**src/rtl/uart_tx_arbiter.sv**
```systemverilog
// Round-robin scheduler sharing one uart_tx serializer between NUM_REQ byte
// sources. A granted byte is presented on tx_data with a one-cycle tx_valid
// pulse, then the arbiter stays busy for a full frame plus a guard gap so the
// serializer never sees a new start pulse while it is still shifting.
module uart_tx_arbiter #(
  parameter int CLK_FREQ   = 100_000_000,
  parameter int BAUD_RATE  = 9600,
  parameter int DATA_BIT   = 8,
  parameter int STOP_BIT   = 1,
  parameter int CHECK_BIT  = 0,
  parameter int NUM_REQ    = 4,
  parameter int GAP_CYCLES = 2
) (
  input  logic                 clk,
  input  logic                 rst,
  input  logic [NUM_REQ-1:0]   req_valid,
  input  logic [8*NUM_REQ-1:0] req_data,
  output logic [NUM_REQ-1:0]   req_ready,
  output logic [7:0]           tx_data,
  output logic                 tx_valid,
  output logic [2:0]           grant_id,
  output logic                 busy
);

  // Frame timing mirrors the serializer's own baud divider, so the arbiter
  // knows when the line is free without any done/busy feedback.
  localparam int BAUD_CNT_MAX = CLK_FREQ / BAUD_RATE;
  localparam int FRAME_CYCLES = BAUD_CNT_MAX * (1 + DATA_BIT + CHECK_BIT + STOP_BIT);
  localparam int HOLD         = FRAME_CYCLES + GAP_CYCLES;
  localparam logic [23:0] HOLD_LAST = 24'(HOLD - 1);

  localparam logic [1:0] ST_IDLE = 2'd0;
  localparam logic [1:0] ST_SEND = 2'd1;
  localparam logic [1:0] ST_WAIT = 2'd2;

  logic [1:0]  state;
  logic [23:0] wait_cnt;
  logic [2:0]  last_grant;

  logic        win_found;
  logic [2:0]  win_idx;
  logic [7:0]  win_byte;

  // Pick the first pending requester after last_grant, wrapping around.
  always_comb begin
    // NOTE: every variable gets a default before the loop so no path leaves it
    // unassigned; otherwise synthesis would infer a latch to hold the old value.
    win_found = 1'b0;
    win_idx   = '0;
    for (int k = 1; k <= NUM_REQ; k++) begin
      if (!win_found && req_valid[(int'(last_grant) + k) % NUM_REQ]) begin
        win_found = 1'b1;
        win_idx   = 3'((int'(last_grant) + k) % NUM_REQ);
      end
    end
  end

  assign win_byte = req_data[int'(win_idx)*8 +: 8];

  // Frame in progress whenever we are past the grant decision.
  assign busy = (state != ST_IDLE);

  // Scheduler state machine: grant in IDLE, pulse in SEND, hold off in WAIT.
  always_ff @(posedge clk) begin
    // NOTE: non-blocking assignments throughout, so every register samples the
    // pre-edge values and ordering of statements inside the block is irrelevant.
    if (rst) begin
      state      <= ST_IDLE;
      wait_cnt   <= '0;
      last_grant <= 3'(NUM_REQ - 1);
      req_ready  <= '0;
      tx_valid   <= 1'b0;
      tx_data    <= '0;
      grant_id   <= '0;
    end else begin
      // Accept and start pulses last exactly one cycle.
      req_ready <= '0;
      tx_valid  <= 1'b0;
      case (state)
        ST_IDLE: begin
          if (win_found) begin
            state      <= ST_SEND;
            tx_data    <= win_byte;
            grant_id   <= win_idx;
            last_grant <= win_idx;
            req_ready  <= NUM_REQ'(1) << win_idx;
            tx_valid   <= 1'b1;
          end
        end
        ST_SEND: begin
          state    <= ST_WAIT;
          wait_cnt <= '0;
        end
        ST_WAIT: begin
          if (wait_cnt == HOLD_LAST) begin
            state    <= ST_IDLE;
            wait_cnt <= '0;
          end else begin
            wait_cnt <= wait_cnt + 24'd1;
          end
        end
        default: state <= ST_IDLE;
      endcase
    end
  end

endmodule

```
**config.mk**
```make
export PLATFORM = sky130hd
export DESIGN_NAME = uart_tx_arbiter
export DESIGN_NICKNAME = d
export VERILOG_FILES = /design/src/rtl/uart_tx_arbiter.sv
export SDC_FILE = /design/constraint.sdc
export NUM_CORES = 1
export LEC_CHECK = 0
export ABC_AREA = 1
export CAP_MARGIN = 0
export CORE_AREA = 2 2 83 85
export DETAILED_ROUTE_END_ITERATION = 8
export DIE_AREA = 0 0 85 87
export GPL_TIMING_DRIVEN = 0
export PLACE_DENSITY = 0.73
export REMOVE_ABC_BUFFERS = 1
export SLEW_MARGIN = 40
export SYNTH_ARGS = -nofsm -noshare
export SYNTH_HDL_FRONTEND = slang
export SYNTH_SLANG_ARGS = --single-unit
```
**constraint.sdc**
```tcl
create_clock -name clk -period 3.34 [get_ports clk]
set_clock_uncertainty 0.1 [all_clocks]
set_input_delay 0.501 -clock clk [delete_from_list [all_inputs] [get_ports clk]]
set_output_delay 0.501 -clock clk [all_outputs]
set_load 0.05 [all_outputs]
```
-- Yosys cells after proc, flatten, opt, wreduce, memory -nomap -nowiden
Cells that the tools add are included.
- eq/ne operators: 5
- mux-type cells: 26
- div/mod/pow operators: 0
- reductions and logical operators: 17
- shifts and indexed selects: 2
- bitwise logic cells: 6
- multiply operators: 0
- add/sub/neg operators: 5
- magnitude comparators: 4
- operator list (kind ; count):
    $pmux 24 s2 ; 1
    $shiftx 32x7->8 ; 1
    $add 24x1->24 const B ; 1
    $eq 24x17->1 const B ; 1
    $mux 24 ; 1
    $lt 3x4->1 const B ; 4
    $mux 1 ; 13
    $mux 3 ; 4
    $reduce_or 2->1 ; 5
    $bmux 1 s2 ; 4
    $pmux 2 s3 ; 1
    $add 2x1->2 const B ; 2
    $add 2x2->2 const B ; 2
    $and 1x1->1 const A ; 4
    $mux 2 ; 2
    $ne 2x2->1 const B ; 2
    $reduce_and 2->1 ; 2
    $reduce_bool 2->1 ; 2
    $shl 1x3->4 const A ; 1
    $logic_and 1x1->1 ; 3
    $logic_not 1->1 ; 3
    $reduce_or 3->1 ; 1
    $eq 2x1->1 const B ; 1
    $eq 2x2->1 const B ; 1
    other kinds (2) ; 3
- memory bits (read-only): 0
- memory bits (writable): 0
- memories: 0
- register bits after elaboration: 44
- latch bits: 0

-- Logic depth before layout (Yosys ltp)
Gate-level depths: netlist of the first run.
- depth in word-level cells: 18
- mapped depth: 16
- depth with buffers taken out: 15

-- Worst setup path after synthesis of the first run
No wires, ideal clock.
- path kind: reg2reg
- start: register state[0]
- end: register wait_cnt[22]
- data required time: 3127 ps
- stages on the path, launching flop included: 13
- slack: 1364 ps
- arrival time: 1763 ps
- library setup time: 113 ps
- cell sequence: dfxtp_1 inv_1 ha_1 buf_4 inv_2 nor3_2 nand2_1 nor2_2 nand3_1 nor3_1 nand2_1 nand2_1 nor2_1
- word-level cells in the longest chain between the ends: 2
- elaborated cells between the ends (all ways): 4
- classes of those cells: eq/ne: 2; mux: 1; reduce/logical: 1
- ends and longest elaborated chain (item ; line ; source):
    start, declared ; 36 ; logic [1:0] state;
    start signal, assigned ; 68 ; state <= ST_IDLE;
    start signal, assigned ; 82 ; state <= ST_SEND;
    start signal, assigned ; 91 ; state <= ST_WAIT;
    $eq 2x2->1 or $eq 2x1->1 (tied branches) ; 79 ; case (state)
    $pmux 24 s2 or $reduce_bool 2->1 (tied branches) ; - ;
    end signal, assigned ; 99 ; wait_cnt <= wait_cnt + 24'd1;
    end, declared ; 37 ; logic [23:0] wait_cnt;
Several ways; a longest one is shown, not always the timed one.
A chain may end at the register's enable or synchronous reset.

-- Worst setup path after layout of the first run
- start: register state[0]
- end: output busy
- word-level cells in the longest chain between the ends: 1
- ends and longest elaborated chain (item ; line ; source):
    $reduce_bool 2->1 ; 61 ; assign busy = (state != ST_IDLE);
    end, declared ; 22 ; output logic busy
No other way between the ends.

==> results of run 1 <==
through the flow:
step,hold slack (ns),power [uW]
after floorplan,0.342,1850
after global placement,0.337,2240
after detailed placement,0.340,2270
after CTS,0.358,2630
after global routing,0.380,2820
final,0.355,2610
area by class of cell:
class	instances	area, um^2
clock inverters	1	8.76
clock buffers	7	86.3
fillers	669	3390
inverters	59	226
flip-flops and latches	43	861
repair buffers	53	531
multi-input cells	269	1370
well taps	80	100
where the power goes:
group / switching (uW) / internal, uW
Sequential: 57.1 / 604
Combinational: 1100 / 502
Clock: 180 / 170
Total: 1330 / 1280
logic make-up (layout without fill, tap and decap cells):
| family | Yosys count | after routing |
|---|---|---|
| buf+inv | 68 | 120 |
| other cells | 1 | 1 |
| compound gates | 18 | 18 |
| xor+xnor | 11 | 11 |
| simple gates | 233 | 233 |
| flops | 43 | 43 |
| fa+ha+maj | 6 | 6 |
cell usage after synthesis, drive strengths merged, types with 6 or more instances:
master	n	area, um^2
dfxtp	43	861
buf	7	61.3
a21oi	10	50.1
nand2	103	414
nor3	14	80.1
nand3	56	293
inv	59	226
nor4	7	50.1
xnor2	7	61.3
nor2	44	199
ha	6	75.1
routing by layer:
| metal | up-vias | share of wire [%] | global-route usage, % |
|---|---|---|---|
| met3 | 6 | 8.3 | 6.16 |
| li1 | 1298 | - | - |
| met1 | 1102 | 42 | 18.1 |
| met2 | 65 | 48 | 29.7 |
| met5 | - | 0 | 0 |
| met4 | 0 | 1.3 | 5.92 |
path summary, 6_finish.rpt:
| kind | cells past startpoint | from | slack [ns] | to |
|---|---|---|---|---|
| worst max-delay path | 4 | state[0]$_SDFFE_PP0P_ | 0.88 | busy |
| worst min-delay path | 2 | tx_data[7]$_SDFFE_PP0P_ | 0.35 | tx_data[7]$_SDFFE_PP0P_ |
| worst max register to register | 11 | state[0]$_SDFFE_PP0P_ | 0.90 | wait_cnt[22]$_SDFFE_PP0P_ |
| worst min register to register | 2 | tx_data[7]$_SDFFE_PP0P_ | 0.35 | tx_data[7]$_SDFFE_PP0P_ |
flip-flops by register name (all words and copies together), names as in the netlist:
name	flops
state	2
wait_cnt	24
grant_id	2
tx_data	8
tx_valid	1
last_grant	2
req_ready	4
tightest hold or removal path, cell delays in order, from the launching register on:
cell and delay (ns):
dfxtp_1 0.32, nand2_1 0.06, nand2_1 0.04
==> summary.txt, run 1 <==
Run status
  – Status: finished, final reports clean

Clock network
  – Clock root buffer: clkbuf_8
  – Post-CTS Setup Repair Bufs: 0
  – CTS tree: done
  – Num Clock Sinks: 43
  – TritonCTS Buffers: 5
  – Worst-Skew Late Latency: 0.30 ns
  – CTS Buffer Depth: 2
  – Worst-path clk slew: 0.08 ns
  – # hold bufs at CTS: 0
  – CTS H-tree lvls: 2
  – CTS resizes: 0

Yosys
  – Synthesized flop and latch total: 43
  – Post-synthesis sequential area ratio: 34.1%
  – Fraction of registers with async set/reset: 0%
  – Post-synthesis mux area share: 0%
  – Simple-gate area share of the yosys netlist: 43.4%
  – Mapped Cells: 380
  – Synth Area in Compound Gates: 3.91%
  – Syn Area/Cell: 6.64 um^2
  – Cell variety after synth: 36
  – Post-synth EDFFs: 0
  – Largest family of logic cells by synthesized area: simple AND/OR/NAND/NOR gates
  – Post-synthesis adder-cell area fraction: 2.97%
  – Mapped Area: 0.00252 mm^2
  – Yosys Warn Count: 0
  – Xor and xnor area share after synthesis: 3.82%
  – Main synth FF type: dfxtp_1

Global route
  – Pin count of the biggest net entering global routing: 21
  – Initial antenna violation count: 0
  – GR Overflow Total: 0
  – Global-route wire length before repair: 10100 um
  – Vias in the first global route: 2437
  – Gr usage total: 16.6%

Finish
  – Core Util, Final: 48.4%
  – Final nets: 475
  – Layout cells sized above 1: 7.87%
  – Most frequent cells in the layout: 96 x nand2_1, 55 x nand3_1, 53 x clkdlybuf4s50_1, 47 x inv_1, 43 x dfxtp_1
  – Area growth syn-to-layout: 26.0%
  – Commonest non-fill, non-tap cell in the layout: nand2_1
  – N_diodes: 0
  – Final instance area: 0.00318 mm^2
  – Non-filler instance count after layout: 512

Die
  – Die extent in y: 87 um
  – Starting Density: 38.4%
  – Die W: 85 um
  – Placeable Area: 0.00657 mm^2
  – DIE AREA: 0.00740 mm^2
  – Top Ports: 55
  – Site row count: 30

Worst setup path
  – Worst path cell trace: inv_1, ha_1, inv_1, clkdlybuf4s50_1
  – CP endpoint kind: output port
  – Critical setup path kind: reg -> out
  – Worst path slowest cell: clkdlybuf4s50_1
  – CP max stage delay: 0.79 ns
  – Worst-path fanout max: 4
  – CP delay by family, top: buffers and inverters
  – Critical path buffers and inverters: 3
  – CP startpoint kind: flip-flop
  – WP data arrival: 1.86 ns
  – Crit path top cell by count: inv_1
  – Crit path required time: 2.74 ns

Detailed routing
  – Drt wl/cell: 11.3 um
  – DRC violation count after routing: 0
  – Routed Antenna Nets: 0
  – Vias per cell: 4.83
  – Drt total wl: 5780 um
  – Drt first pass iters: 4
  – Routed vias: 2471
  – Starting DRT DRC Count: 66

STA
  – Tcrit/Tclk final: 73.6%
  – Rel. slew slack: 54.6%
  – Final setup vio count: 0
  – Final min period: 2.46 ns
  – Endpoints failing hold: 0
  – RSZ-0062 raised after global routing: false
  – Max-slew violations: 0
  – Setup Total Neg Slack: 0 ns
  – Slew @ Worst Pin: 0.680 ns
  – Final WS setup: 0.881 ns
  – Fmax: 407 MHz

Worst hold path
  – Hold/Removal Path Class: reg -> reg

Power and ir drop
  – Maximum VDD drop: 0.000429 V
  – Leak: 0.00137 uW
  – Total power per unit cell area: 820 mW/mm^2

Placement
  – Placed cell count: 504
  – DP Worst Slack: 0.778 ns
  – GP Congestion: 0.909
  – HPWL after detailed placement: 4490 um
  – IO buf count: 53
  – Placed cell areas: 0.00309 mm^2

Run
  – Max cap viols: 0
No activity file was read; power rests on OpenSTA's default activity.
==> run 2: changes to the inputs <==
--- a/config.mk
+++ b/config.mk
@@ -11,7 +11,7 @@
 export DETAILED_ROUTE_END_ITERATION = 8
 export DIE_AREA = 0 0 85 87
 export GPL_TIMING_DRIVEN = 0
-export PLACE_DENSITY = 0.73
+export PLACE_DENSITY = 0.76
 export REMOVE_ABC_BUFFERS = 1
 export SLEW_MARGIN = 40
 export SYNTH_ARGS = -nofsm -noshare
==> constraint.sdc (replaced) <==
create_clock -name clk -period 2.1 [get_ports clk]
set_clock_uncertainty 0.1 [all_clocks]
set_input_delay 0.315 -clock clk [delete_from_list [all_inputs] [get_ports clk]]
set_output_delay 0.315 -clock clk [all_outputs]
set_load 0.05 [all_outputs]
==> run 2 against run 1 <==
Effect of this change:
- non-clock buffer count rose by 6
- setup slack got worse by 0.72 ns
- via count rose by 3.3%
- final cell count rose by 1.2%
- critical endpoint is now wait_cnt[22]$_SDFFE_PP0P_
- largest cell class unchanged
- largest power group unchanged
- highest routed layer unchanged
==> summary.txt, run 2 (synthesized netlist as in run 1, its figures left out) <==
STA
  – Tcrit/Tclk final: 92.2%
  – Final setup vio count: 0 (unchanged)
  – Endpoints failing hold: 0 (unchanged)
  – Worst Hold Slack: 0.358 ns (+0.00306 ns)
  – Rel. slew slack: 64.6% (+10 points)
  – Slew @ Worst Pin: 0.529 ns (-0.151 ns)
  – Fmax: 516 MHz
  – Max-slew violations: 0 (unchanged)
  – Final min period: 1.94 ns

Detailed routing
  – Routed Antenna Nets: 0 (unchanged)
  – Starting DRT DRC Count: 121 (+83%)
  – Vias per cell: 4.93 (+2.1%)
  – Drt first pass iters: 4 (unchanged)
  – Drt wl/cell: 11.4 um (+0.86%)
  – Routed vias: 2553 (+3.3%)
  – Drt total wl: 5900 um (+2.0%)
  – DRC violation count after routing: 0 (unchanged)

Finish
  – N_diodes: 0 (unchanged)
  – Commonest non-fill, non-tap cell in the layout: nand2_1
  – Layout cells sized above 1: 11.6% (+3.8 points)
  – Register Area: 867 um^2 (+0.73%)
  – Number of flip-flops under the largest register name: 24 (unchanged)
  – Most frequent cells in the layout: 93 x nand2_1, 54 x nand3_1, 52 x clkdlybuf4s50_1, 45 x inv_1
  – Area growth syn-to-layout: 29.7%
  – Regs by FF count: wait_cnt (24), tx_data (8), req_ready (4)
  – Area of the multi-input gates: 0.00142 mm^2 (+4.0%)
  – Fillers: 657 (-1.8%)
  – Final nets: 481 (+1.3%)
  – Largest register by flop count: wait_cnt

Worst setup path
  – CP endpoint kind: flip-flop
  – WP data arrival: 2.03 ns (+0.17 ns)
  – Critical setup path kind: reg -> reg
  – Worst-path fanout max: 4 (unchanged)
  – Worst r2r src: state[1]$_SDFFE_PP0P_
  – CP startpoint kind: flip-flop
  – Crit path required time: 2.19 ns (-0.55 ns)
  – R2r setup slk: 0.16 ns (-0.74 ns)
  – CP Launch Point: state[1]$_SDFFE_PP0P_

Clock network
  – CTS H-tree lvls: 2 (unchanged)
  – Worst-Skew Late Latency: 0.30 ns (about the same)
  – CTS Buffer Depth: 2 (unchanged)
  – Worst-path clk slew: 0.08 ns (about the same)
  – TritonCTS Buffers: 5 (unchanged)
  – Num Clock Sinks: 43 (unchanged)
  – CTS tree: done
  – Clock root buffer: clkbuf_8

Run status
  – Status: finished, final reports clean

Power and ir drop
  – Leak: 0.00142 uW (+3.9%)
  – Total power per unit cell area: 1290 mW/mm^2 (+58%)
  – Total power: 4230 uW (+62%)
  – Maximum VDD drop: 0.000673 V (+57%)

Global route
  – GR Overflow Total: 0 (unchanged)
  – Vias in the first global route: 2350 (-3.6%)
  – Gr usage total: 15.9% (-0.77 points)
  – Global-route wire length before repair: 9670 um (-4.2%)
  – Pin count of the biggest net entering global routing: 21 (unchanged)
  – Initial antenna violation count: 0 (unchanged)

Worst hold path
  – Hold Crit Start: tx_data[7]$_SDFFE_PP0P_
  – Hold/Removal Path Class: reg -> reg

Die
  – Placeable Area: 0.00657 mm^2 (unchanged)
  – Starting Density: 38.4% (unchanged)
  – Top Ports: 55 (unchanged)
  – DIE AREA: 0.00740 mm^2 (unchanged)
  – Site row count: 30 (unchanged)
  – Die W: 85 um (unchanged)
  – Die extent in y: 87 um (unchanged)

Placement
  – GP Congestion: 0.868 (-4.6%)
  – HPWL after detailed placement: 4360 um (-2.8%)
  – IO buf count: 53 (unchanged)

Run
  – Max cap viols: 0 (unchanged)
## run 2: cell types whose count changed in the layout (fill, tap and decap cells not counted), sizes merged
cell           delta
clkdlybuf4s50     -1
dlygate4sd2       +1
buf               +6
## run 2: area by class of cell
class / instances / area share, %
multi-input combinational: 269 / 43.5
sequential: 43 / 26.5
tap: 80 / 3.06
clock buffer: 7 / 2.33
inverter: 59 / 6.99
clock inverter: 1 / 0.153
timing repair buffer: 59 / 17.5
## run 2: final timing paths
path / end / cells past startpoint
max reg2reg: wait_cnt[22]$_SDFFE_PP0P_ / 11
min reg2reg: tx_data[7]$_SDFFE_PP0P_ / 2
max: wait_cnt[22]$_SDFFE_PP0P_ / 11
min: tx_data[7]$_SDFFE_PP0P_ / 2
## run 2: repair_timing
item / CTS / global route
endpoints found under the setup margin: 23 / 37
setup buffers: 1 / 5
hold buffers: 0 / 0
resized for setup: 7 / 12
pin swaps: 1 / 2
## run 2: layer usage
| metal | share of wire [%] | GRT usage [%] | vias to the layer above | wire length (um) |
|---|---|---|---|---|
| met5 | 0 | 0 | - | 0 |
| met4 | 1.2 | 5.05 | 0 | 68 |
| met3 | 9.1 | 6.16 | 7 | 539 |
| met2 | 49 | 28.5 | 85 | 2880 |
| met1 | 41 | 17.2 | 1152 | 2410 |
| li1 | - | - | 1309 | - |
## run 2: worst max-delay path: stages, from the launching register on
cell	delay [ns]
dfxtp_1	0.35
inv_2	0.07
ha_4	0.28
inv_2	0.06
nor3_4	0.21
nand2_2	0.10
nor2_4	0.17
nand3_2	0.14
nor3_2	0.19
nand2_1	0.07
nand2_1	0.07
nor2_1	0.04
## run 2: through the flow
step	setup WS, ns	setup TNS [ns]	instances	util, %	instance area, um^2
after floorplan	0.0666	0	371	-	2460
after global placement	-0.253	-3.53	504	47.0	3090
after detailed placement	-0.284	-3.99	504	47.0	3090
after CTS	0.00123	0	513	48.8	3200
after global routing	-0.00111	-0.00111	518	49.9	3280
final	0.163	0	518	49.9	3280
## run 2: power breakdown
part	switching (uW)	leakage (uW)	total (uW)	internal [uW]
logic	1770	0.00103	2660	884
registers	92.3	0.000351	1060	969
clock network	281	0.0000422	515	234
==> run 3: changes to the inputs <==
--- a/config.mk
+++ b/config.mk
@@ -8,6 +8,7 @@
 export ABC_AREA = 1
 export CAP_MARGIN = 0
 export CORE_AREA = 2 2 83 85
+export CTS_BUF_LIST = sky130_fd_sc_hd__clkbuf_4
 export DETAILED_ROUTE_END_ITERATION = 8
 export DIE_AREA = 0 0 85 87
 export GPL_TIMING_DRIVEN = 0
==> run 3 against run 2 <==
Effect of this change:
- first-iteration DRC count down 22%
- non-clock buffer count up 1
- critical path depth decreased by 2
- cell area increased by 0.23%
- highest routed layer unchanged
- clock power down 18%
- register-to-register slack worse by 0.04 ns
- setup slack got worse by 0.044 ns
==> summary.txt, run 3 (synthesized netlist as in run 1, its figures left out) <==
Die
  – Placeable Area: 0.00657 mm^2 (unchanged)
  – Starting Density: 38.4% (unchanged)
  – Die W: 85 um (unchanged)
  – DIE AREA: 0.00740 mm^2 (unchanged)
  – Die extent in y: 87 um (unchanged)
  – Top Ports: 55 (unchanged)
  – Site row count: 30 (unchanged)

Worst setup path
  – Critical setup path kind: reg -> reg
  – Worst r2r src: state[0]$_SDFFE_PP0P_
  – CP endpoint kind: flip-flop
  – Worst-path fanout max: 9 (+5)
  – R2r setup slk: 0.12 ns (-0.04 ns)
  – Worst R2R End: wait_cnt[19]$_SDFFE_PP0P_
  – Crit path required time: 2.24 ns (+0.05 ns)
  – R2R depth: 9 (-2)
  – CP startpoint kind: flip-flop
  – WP data arrival: 2.12 ns (+0.09 ns)

Clock network
  – CTS H-tree lvls: 2 (unchanged)
  – Num Clock Sinks: 43 (unchanged)
  – Worst-Skew Late Latency: 0.36 ns (+0.06 ns)
  – CTS tree: done
  – Worst-path clk slew: 0.12 ns (+0.04 ns)
  – CTS Buffer Depth: 2 (unchanged)
  – Clock root buffer: clkbuf_4
  – TritonCTS Buffers: 5 (unchanged)

Global route
  – GR Overflow Total: 0 (unchanged)
  – Vias in the first global route: 2340 (-0.43%)
  – Gr usage total: 15.9% (+0.040 points)
  – Pin count of the biggest net entering global routing: 21 (unchanged)
  – Initial antenna violation count: 0 (unchanged)
  – Global-route wire length before repair: 9640 um (-0.28%)

STA
  – Tcrit/Tclk final: 94.4% (+2.1 points)
  – Fmax: 505 MHz (-2.2%)
  – Final setup vio count: 0 (unchanged)
  – Slew @ Worst Pin: 0.533 ns (+0.00466 ns)
  – Final min period: 1.98 ns (+0.0444 ns)
  – Setup Total Neg Slack: 0 ns (unchanged)
  – Worst Hold Slack: 0.363 ns (+0.00533 ns)
  – RSZ-0062 raised after global routing: true
  – Max-slew violations: 0 (unchanged)
  – Endpoints failing hold: 0 (unchanged)
  – Rel. slew slack: 64.3% (-0.31 points)

Finish
  – Layout cells sized above 1: 12.3% (+0.63 points)
  – N_diodes: 0 (unchanged)
  – Final nets: 483 (+0.42%)
  – Largest register by flop count: wait_cnt
  – Regs by FF count: wait_cnt (24), tx_data (8), req_ready (4)
  – Most frequent cells in the layout: 92 x nand2_1, 54 x nand3_1, 52 x clkdlybuf4s50_1, 47 x inv_1, 41 x dfxtp_1
  – Commonest non-fill, non-tap cell in the layout: nand2_1
  – Core Util, Final: 50.0% (+0.11 points)
  – Area growth syn-to-layout: 30.0%
  – Non-filler instance count after layout: 520 (+0.39%)
  – Number of flip-flops under the largest register name: 24 (unchanged)

Detailed routing
  – Routed vias: 2544 (-0.35%)
  – Drt first pass iters: 4 (unchanged)
  – Drt wl/cell: 11.5 um (+1.3%)
  – Drt total wl: 6000 um (+1.7%)
  – Vias per cell: 4.89 (-0.74%)
  – DRC violation count after routing: 0 (unchanged)
  – Routed Antenna Nets: 0 (unchanged)
  – Starting DRT DRC Count: 94 (-22%)

Power and ir drop
  – Maximum VDD drop: 0.000680 V (+1.0%)
  – Total power per unit cell area: 1280 mW/mm^2 (-1.3%)
  – Leak: 0.00144 uW (+1.2%)
  – Total power: 4190 uW (-1.1%)

Placement
  – HPWL after detailed placement: 4360 um (unchanged)
  – GP Congestion: 0.868 (unchanged)
  – Placed cell count: 504 (unchanged)
  – IO buf count: 53 (unchanged)

Worst hold path
  – Worst Hold Depth: 2 (unchanged)
  – Hold/Removal Path Class: reg -> reg
  – Hold EP: tx_data[7]$_SDFFE_PP0P_
  – Hold Crit Start: tx_data[7]$_SDFFE_PP0P_

Run status
  – Status: finished, final reports clean

Run
  – Max cap viols: 0 (unchanged)
run 3: metal layers:
metal  GRT usage (%)  share of wire, %
met3            6.82               8.1
met2            28.5                49
met4            4.76               1.1
met5               0                 0
met1            17.0                41
run 3: cell type report:
type | instances | area (um^2)
clock buffers | 7 | 52.6
clock inverters | 1 | 5.00
fillers | 652 | 3290
inverters | 59 | 229
multi-input cells | 270 | 1450
flip-flops and latches | 43 | 866
well taps | 80 | 100
repair buffers | 60 | 582
run 3: stage by stage:
step	setup WS [ns]	area, um^2
2_1_floorplan	0.0666	2460
3_3_place_gp	-0.253	3090
3_5_place_dp	-0.284	3090
4_1_cts	0.00197	3170
5_1_grt	-0.0282	3280
6_report	0.118	3280
run 3: report_power, final:
| part | switching (uW) | leakage [uW] | internal [uW] |
|---|---|---|---|
| logic | 1810 | 0.00105 | 901 |
| clock network | 263 | 0.0000361 | 157 |
| registers | 90.5 | 0.000350 | 967 |
run 3: what timing repair did:
action,4_1_cts,5_1_grt
pin swaps,1,1
gates resized for setup,6,13
setup buffers,1,6
gates cloned,0,1
setup endpoints to repair,23,37
hold buffers,0,0
run 3: worst max-delay path by stage:
| stage | cells after the start | start | endpoint | slack (ns) |
|---|---|---|---|---|
| final | 9 | state[0]$_SDFFE_PP0P_ | wait_cnt[19]$_SDFFE_PP0P_ | 0.12 |
| after floorplan | 11 | state[0]$_SDFFE_PP0P_ | wait_cnt[22]$_SDFFE_PP0P_ | 0.07 |
| after CTS | 8 | wait_cnt[0]$_SDFFE_PP0P_ | wait_cnt[23]$_SDFFE_PP0P_ | 0.002 |
| after global routing | 10 | state[0]$_SDFFE_PP0P_ | wait_cnt[18]$_SDFFE_PP0P_ | -0.03 |
| after global placement | 12 | req_valid[3] | req_ready[0]$_SDFF_PP0_ | -0.25 |
| after detailed placement | 11 | state[0]$_SDFFE_PP0P_ | wait_cnt[22]$_SDFFE_PP0P_ | -0.28 |
run 3: critical path, stage by stage, from the launching register on:
cell	delay (ns)
dfxtp_1	0.36
inv_1	0.11
ha_4	0.30
buf_4	0.16
nand2_1	0.08
nor2_1	0.13
inv_1	0.09
nor3_2	0.29
and3_1	0.21
nor3_1	0.05
